--- src/rtl/vga_sink_monitor.sv ---
// vga_sink_monitor: receive-side VGA timing checker.
//
// Registers hsync/vsync/RGB once in the pixel domain, measures line and frame geometry, locks
// after LOCK_FRAMES consecutive frames of identical geometry, and pulses timing_err on a
// geometry change while locked or on counter overflow.
//
// Optional feature: define VGA_SINK_CRC_EN to build a CRC-16-CCITT over each frame's pixels.
// With the macro undefined, no CRC logic exists and frame_crc is tied to zero.
//
// Ports:
//   clk_pixel, rstn_pixel       pixel clock, asynchronous active-low reset
//   vga_hsync, vga_vsync        sync inputs (polarity set by SYNC_ACTIVE_LOW)
//   vga_red/green/blue [3:0]    pixel colour
//   h_total, h_sync_len         clocks per line, clocks of hsync asserted
//   v_total, v_sync_len         lines per frame, lines of vsync asserted
//   locked                      geometry stable
//   frame_done, timing_err      single-cycle pulses
//   frame_crc [15:0]            CRC of previous frame (0 when CRC is not built)
module vga_sink_monitor #(
    parameter int unsigned H_BITS          = 12,
    parameter int unsigned V_BITS          = 11,
    parameter bit          SYNC_ACTIVE_LOW = 1'b1,
    parameter int unsigned LOCK_FRAMES     = 2
) (
    input  logic              clk_pixel,
    input  logic              rstn_pixel,
    input  logic              vga_hsync,
    input  logic              vga_vsync,
    input  logic [3:0]        vga_red,
    input  logic [3:0]        vga_green,
    input  logic [3:0]        vga_blue,
    output logic [H_BITS-1:0] h_total,
    output logic [H_BITS-1:0] h_sync_len,
    output logic [V_BITS-1:0] v_total,
    output logic [V_BITS-1:0] v_sync_len,
    output logic              locked,
    output logic              frame_done,
    output logic              timing_err,
    output logic [15:0]       frame_crc
);

    typedef enum logic [1:0] {StSearch, StMeasure, StLocked} state_e;

    localparam logic [H_BITS-1:0] HMax       = '1;
    localparam logic [V_BITS-1:0] VMax       = '1;
    localparam logic [3:0]        LockTarget = 4'(LOCK_FRAMES - 1);

    state_e            state_q, state_d;
    // Sync history held in "asserted = 1" form so polarity is handled once at the input.
    logic              hs1_q, vs1_q, hs2_q, vs2_q;
    logic [H_BITS-1:0] h_cnt_q, h_cnt_d, hs_len_q, hs_len_d;
    logic [V_BITS-1:0] line_cnt_q, line_cnt_d, vs_len_q, vs_len_d;
    logic [H_BITS-1:0] h_total_q, h_total_d, h_sync_len_q, h_sync_len_d;
    logic [V_BITS-1:0] v_total_q, v_total_d, v_sync_len_q, v_sync_len_d;
    logic [H_BITS-1:0] prev_h_q, prev_h_d;
    logic [3:0]        match_q, match_d;
    logic              locked_q, locked_d;
    logic              frame_done_q, frame_done_d;
    logic              timing_err_q, timing_err_d;

    logic              hs_lead, hs_trail, vs_lead, vs_trail;
    logic [H_BITS-1:0] h_cnt_inc;
    logic [V_BITS-1:0] line_inc, v_total_new;
    logic [3:0]        match_inc;
    logic              h_ovf, v_ovf;

    assign hs_lead  = hs1_q & ~hs2_q;
    assign hs_trail = ~hs1_q & hs2_q;
    assign vs_lead  = vs1_q & ~vs2_q;
    assign vs_trail = ~vs1_q & vs2_q;

    assign h_cnt_inc   = h_cnt_q + 1'b1;
    assign line_inc    = line_cnt_q + 1'b1;
    assign match_inc   = match_q + 1'b1;
    // A line whose hsync edge coincides with the vsync edge belongs to the ending frame.
    assign v_total_new = line_cnt_q + {{(V_BITS-1){1'b0}}, hs_lead};

    // Overflow fires once, on the cycle the counter first reaches all-ones.
    assign h_ovf = ~hs_lead & (h_cnt_inc == HMax) & (h_cnt_q != HMax);
    assign v_ovf = ~vs_lead & hs_lead & (line_inc == VMax) & (line_cnt_q != VMax);

    always_comb begin
        h_cnt_d    = h_cnt_q;
        hs_len_d   = hs_len_q;
        line_cnt_d = line_cnt_q;
        vs_len_d   = vs_len_q;

        if (hs_lead) begin
            h_cnt_d = '0;
        end else if (h_cnt_q != HMax) begin
            h_cnt_d = h_cnt_inc;
        end

        if (hs_trail) begin
            hs_len_d = '0;
        end else if (hs1_q) begin
            hs_len_d = hs_len_q + 1'b1;
        end

        if (vs_lead) begin
            line_cnt_d = '0;
        end else if (hs_lead && line_cnt_q != VMax) begin
            line_cnt_d = line_inc;
        end

        if (vs_lead) begin
            vs_len_d = {{(V_BITS-1){1'b0}}, hs_lead};
        end else if (vs_trail) begin
            vs_len_d = '0;
        end else if (hs_lead && vs1_q) begin
            vs_len_d = vs_len_q + 1'b1;
        end
    end

    always_comb begin
        state_d      = state_q;
        match_d      = match_q;
        locked_d     = locked_q;
        frame_done_d = 1'b0;
        timing_err_d = 1'b0;
        h_total_d    = h_total_q;
        h_sync_len_d = h_sync_len_q;
        v_total_d    = v_total_q;
        v_sync_len_d = v_sync_len_q;
        prev_h_d     = prev_h_q;

        // Nothing is published while searching: the frame in progress is partial.
        if (state_q != StSearch) begin
            if (hs_lead)  h_total_d    = h_cnt_inc;
            if (hs_trail) h_sync_len_d = hs_len_q;
            if (vs_trail) v_sync_len_d = vs_len_q;
            if (vs_lead) begin
                frame_done_d = 1'b1;
                v_total_d    = v_total_new;
                prev_h_d     = h_total_d;
            end
        end

        case (state_q)
            StSearch: begin
                if (vs_lead) state_d = StMeasure;
            end
            StMeasure: begin
                if (vs_lead) begin
                    if (h_total_d == prev_h_q && v_total_new == v_total_q) begin
                        match_d = match_inc;
                        if (match_inc >= LockTarget) begin
                            state_d  = StLocked;
                            locked_d = 1'b1;
                        end
                    end else begin
                        match_d = '0;
                    end
                end
            end
            StLocked: begin
                if ((hs_lead && h_cnt_inc != h_total_q) ||
                    (vs_lead && v_total_new != v_total_q)) begin
                    timing_err_d = 1'b1;
                    locked_d     = 1'b0;
                    match_d      = '0;
                    state_d      = StMeasure;
                end
            end
            default: state_d = StSearch;
        endcase

        // Overflow means the input has lost timing entirely; start over, forgetting history
        // so the next measured frame cannot match stale geometry.
        if (h_ovf || v_ovf) begin
            timing_err_d = 1'b1;
            locked_d     = 1'b0;
            match_d      = '0;
            prev_h_d     = '0;
            state_d      = StSearch;
        end
    end

    always_ff @(posedge clk_pixel or negedge rstn_pixel) begin
        if (!rstn_pixel) begin
            state_q      <= StSearch;
            hs1_q        <= 1'b0;
            vs1_q        <= 1'b0;
            hs2_q        <= 1'b0;
            vs2_q        <= 1'b0;
            h_cnt_q      <= '0;
            hs_len_q     <= '0;
            line_cnt_q   <= '0;
            vs_len_q     <= '0;
            h_total_q    <= '0;
            h_sync_len_q <= '0;
            v_total_q    <= '0;
            v_sync_len_q <= '0;
            prev_h_q     <= '0;
            match_q      <= '0;
            locked_q     <= 1'b0;
            frame_done_q <= 1'b0;
            timing_err_q <= 1'b0;
        end else begin
            state_q      <= state_d;
            hs1_q        <= vga_hsync ^ SYNC_ACTIVE_LOW;
            vs1_q        <= vga_vsync ^ SYNC_ACTIVE_LOW;
            hs2_q        <= hs1_q;
            vs2_q        <= vs1_q;
            h_cnt_q      <= h_cnt_d;
            hs_len_q     <= hs_len_d;
            line_cnt_q   <= line_cnt_d;
            vs_len_q     <= vs_len_d;
            h_total_q    <= h_total_d;
            h_sync_len_q <= h_sync_len_d;
            v_total_q    <= v_total_d;
            v_sync_len_q <= v_sync_len_d;
            prev_h_q     <= prev_h_d;
            match_q      <= match_d;
            locked_q     <= locked_d;
            frame_done_q <= frame_done_d;
            timing_err_q <= timing_err_d;
        end
    end

    assign h_total    = h_total_q;
    assign h_sync_len = h_sync_len_q;
    assign v_total    = v_total_q;
    assign v_sync_len = v_sync_len_q;
    assign locked     = locked_q;
    assign frame_done = frame_done_q;
    assign timing_err = timing_err_q;

`ifdef VGA_SINK_CRC_EN
    logic [11:0] rgb1_q;
    logic [15:0] crc_q, crc_d, frame_crc_q, frame_crc_d;

    // CRC-16-CCITT, 12 data bits per cycle, MSB first.
    function automatic logic [15:0] crc12(input logic [15:0] c, input logic [11:0] d);
        logic [15:0] r;
        logic        fb;
        r = c;
        for (int i = 11; i >= 0; i--) begin
            fb = r[15] ^ d[i];
            r  = {r[14:0], 1'b0} ^ (fb ? 16'h1021 : 16'h0000);
        end
        return r;
    endfunction

    always_comb begin
        // The pixel on the vsync edge cycle is the first of the new frame.
        crc_d       = crc12(vs_lead ? 16'hFFFF : crc_q, rgb1_q);
        frame_crc_d = frame_crc_q;
        if (vs_lead && state_q != StSearch) frame_crc_d = crc_q;
    end

    always_ff @(posedge clk_pixel or negedge rstn_pixel) begin
        if (!rstn_pixel) begin
            rgb1_q      <= '0;
            crc_q       <= 16'hFFFF;
            frame_crc_q <= '0;
        end else begin
            rgb1_q      <= {vga_red, vga_green, vga_blue};
            crc_q       <= crc_d;
            frame_crc_q <= frame_crc_d;
        end
    end

    assign frame_crc = frame_crc_q;
`else
    logic unused_rgb;
    assign unused_rgb = ^{vga_red, vga_green, vga_blue};
    assign frame_crc  = 16'h0000;
`endif

endmodule

--- config.mk ---
export PLATFORM = sky130hd
export DESIGN_NAME = vga_sink_monitor
export DESIGN_NICKNAME = d
export VERILOG_FILES = /design/src/rtl/vga_sink_monitor.sv
export SDC_FILE = /design/constraint.sdc
export NUM_CORES = 1
export LEC_CHECK = 0
export ABC_AREA = 1
export BUFFER_PORTS_ARGS = -buffer_cell sky130_fd_sc_hd__buf_2
export CORE_ASPECT_RATIO = 0.5
export CORE_MARGIN = 5
export CORE_UTILIZATION = 35
export DETAILED_ROUTE_END_ITERATION = 10
export MAX_ROUTING_LAYER = met4
export PLACE_DENSITY = 0.64
export SLEW_MARGIN = 20
export SYNTH_ARGS = -nofsm -noshare
export SYNTH_HDL_FRONTEND = slang
export SYNTH_SLANG_ARGS = --single-unit
--- constraint.sdc ---
create_clock -name clk_pixel -period 3.2 [get_ports clk_pixel]
set_input_delay 0.16 -clock clk_pixel [delete_from_list [all_inputs] [get_ports clk_pixel]]
set_output_delay 0.16 -clock clk_pixel [all_outputs]
set_load 0.1 [all_outputs]
==> results.json <==
{
  "period_needed_ns": 2.74,
  "dieArea_um2": 22400,
  "period_share_pct": 85.5,
  "ys_seq_area_share_pct": 43.3,
  "clock_latency_ns": 0.41,
  "yosysTopAreaCell": "dfrtp_1",
  "drv_cap": 0,
  "fmax_ghz": 0.365,
  "slew_viol_final": 0,
  "ant_nets": 0,
  "cpMaxStageDelayCell": "dfrtp_1",
  "yosysWarnings": 0,
  "final.setup_skew_ns": 0.0153,
  "dp_hpwl_um": 11700,
  "netlist_top_cells_area": "dfrtp_1 (43%), nand2_1 (15%), nand3_1 (8.4%), inv_1 (5.7%), o21ai_0 (4.0%)",
  "cts_setup_buffers": 0,
  "post-route-drc-count": 0,
  "placementRows": 35,
  "ir_drop_uv": 474,
  "overflow": 0,
  "initial_core_util_pct": 36.2,
  "synthCells": 909,
  "hold_violations": 0,
  "leakagePower_nw": 3.96,
  "fp.dieW_um": 207,
  "worstPathMaxFanout": 9,
  "path_cells": "nor2_4, ha_1, ha_1, nand2_1, nor2_4, nand3_1, nand3_1, nand2_1, nor2_1, nand3_1, nor2_1, nand3_1, nor2_4, nand3_1, nand2_2, nand2_1, nand2_1, nand2_1",
  "synth.most_common_cell": "nand2_1",
  "design.core.area_um2": 18700,
  "slew_headroom_pct": 57.9,
  "dr.pass1.iters": 7,
  "cts_made_buffers": 17,
  "synthFlopType": "dfrtp_1",
  "path_buf_inv": 0,
  "antenna_found_initial": 0,
  "die_h_um": 108,
  "cp.arrival_ns": 3.03,
  "synth_top_area_share_pct": 43.3,
  "wire_per_inst_um": 13.3,
  "grt_pass1_vias": 5903,
  "synthTopCellsByCount": "nand2_1 (266), dfrtp_1 (117), nand3_1 (113)",
  "cts_root_buf": "clkbuf_16",
  "tritoncts": "done",
  "fin_setup_tns_ns": 0,
  "cpLargestDelayFamily": "simple AND/OR/NAND/NOR gates",
  "syn_area_per_cell_um2": 7.44,
  "vias": 6043,
  "grt_pass1_wl_um": 28000,
  "worstSetupPathType": "reg -> reg",
  "n_antenna_cell": 0,
  "tightest_slew_ns": 0.631,
  "holdCritPathClass": "in -> async",
  "htreeDepth": 4,
  "dr.first_iter.drc_count": 459,
  "layout-drive-gt1-share_pct": 14.4,
  "synth_edf_count": 0,
  "boundaryPins": 81,
  "routabilityCongestion": 0.824,
  "vias_per_cell": 4.86,
  "synth-async-reset-ratio_pct": 100,
  "run_status": "finished, final reports clean",
  "grt_usage_pct": 15.9,
  "netlist_area_um2": 6760,
  "p_per_area_nw_per_um2": 852,
  "grt_max_degree": 69,
  "cp.required_ns": 3.50,
  "areaGrowthSynthToFinish_pct": 17.3,
  "clock_tree.buffer_depth": 2,
  "cts_sinks": 117,
  "grt_setup_unrepaired": "no",
  "critPathLaunchType": "flop",
  "setup_viol": 0,
  "max_stage_delay_ns": 0.43,
  "numPortBuffers": 52,
  "synth_cell_types": 40,
  "fin_hold_ws_ns": 0.315,
  "finalNetCount": 999,
  "cp-end-kind": "flop",
  "clkTransAtPathRegs_ns": 0.06,
  "synth.ff_latch_count": 117,
  "wl_um": 16600
}
==> state kept, by name (all words and copies together), names as in the netlist <==
register	cells
prev_h_q	12
hs2_q	1
line_cnt_q	11
h_sync_len	12
locked	1
vs1_q	1
h_cnt_q	12
hs1_q	1
frame_done	1
timing_err	1
v_sync_len	11
match_q	4
v_total	11
state_q	2
vs2_q	1
vs_len_q	11
h_total	12
hs_len_q	12
==> timing repair <==
| item | in CTS | in global routing |
|---|---|---|
| resized for setup | 0 | 0 |
| hold endpoints to repair | 51 | 0 |
| hold buffers | 3 | 0 |
==> cell families (layout without fill, tap and decap cells) <==
logic type,count (synthesis),count (layout),synth area share (%)
AOI/OAI and AO/OA,101,101,8.40
adders and majority gates,12,12,2.22
xor gates and xnor gates,8,8,1.04
buffers and inverters,147,207,9.47
other,1,16,0.0554
and+or+nand+nor,516,516,34.4
DFF,117,117,43.3
muxes,7,7,1.15
==> routing by layer <==
metal	up-vias	routed length, um	global-route usage [%]
met5	-	0	-
met4	0	375	6.31
met3	26	791	3.33
met2	153	7630	25.5
met1	2811	7790	19.9
li1	3053	-	-
==> final cells by class <==
type | count | area, um2
tap | 259 | 324
inverter | 110 | 413
clock inverter | 11 | 175
multi-input combinational | 660 | 3250
fill | 1855 | 10800
timing repair buffer | 65 | 380
clock buffer | 21 | 460
sequential | 117 | 2930
==> per-stage QoR <==
step | worst slack, ns | cell area (um2) | cells | power [W] | utilization, %
2_1_floorplan | 0.174 | 6820 | 924 | 0.00414 | -
3_3_place_gp | 0.525 | 7270 | 1208 | 0.00464 | 38.9
3_5_place_dp | 0.456 | 7270 | 1208 | 0.00471 | 38.9
4_1_cts | 0.443 | 7930 | 1243 | 0.00681 | 42.4
5_1_grt | 0.218 | 7930 | 1243 | 0.00716 | 42.4
6_report | 0.464 | 7930 | 1243 | 0.00676 | 42.4
==> placed cells by master, fill, tap and decap left out, types with 5 or more instances in the layout <==
cell,count
nand2_1,266
dfrtp_1,117
nand3_1,113
inv_1,103
nor2_1,70
o21ai_0,54
buf_2,51
a21oi_1,18
clkbuf_16,17
conb_1,16
nand2_2,14
nand4_1,12
ha_1,12
a211oi_1,11
nor3_1,10
buf_4,10
nor2_4,8
inv_2,6
nand3_2,6
xor2_1,6
nand3b_1,6
o22ai_1,6
mux2_2,6
nor2_2,5
==> power by group <==
part | total [W] | internal (W) | leakage (nW) | switching, W
clock | 0.00206 | 0.00135 | 0.303 | 0.000714
combinational | 0.00270 | 0.000609 | 2.10 | 0.00209
sequential | 0.00199 | 0.00176 | 1.55 | 0.000236
==> final timing paths <==
kind / startpoint / end / slack (ns) / cells past startpoint
hold reg to reg: vs1_q / vs2_q / 0.41 / 0
setup reg to reg: hs2_q / state_q[0] / 0.46 / 18
setup / recovery: hs2_q / state_q[0] / 0.46 / 18
hold / removal: rstn_pixel / v_sync_len[6] / 0.32 / 2
max in group asynchronous: rstn_pixel / line_cnt_q[10] / 2.07 / 3
min in group clk_pixel: vs1_q / vs2_q / 0.41 / 0
No activity file was read; power rests on OpenSTA's default activity.
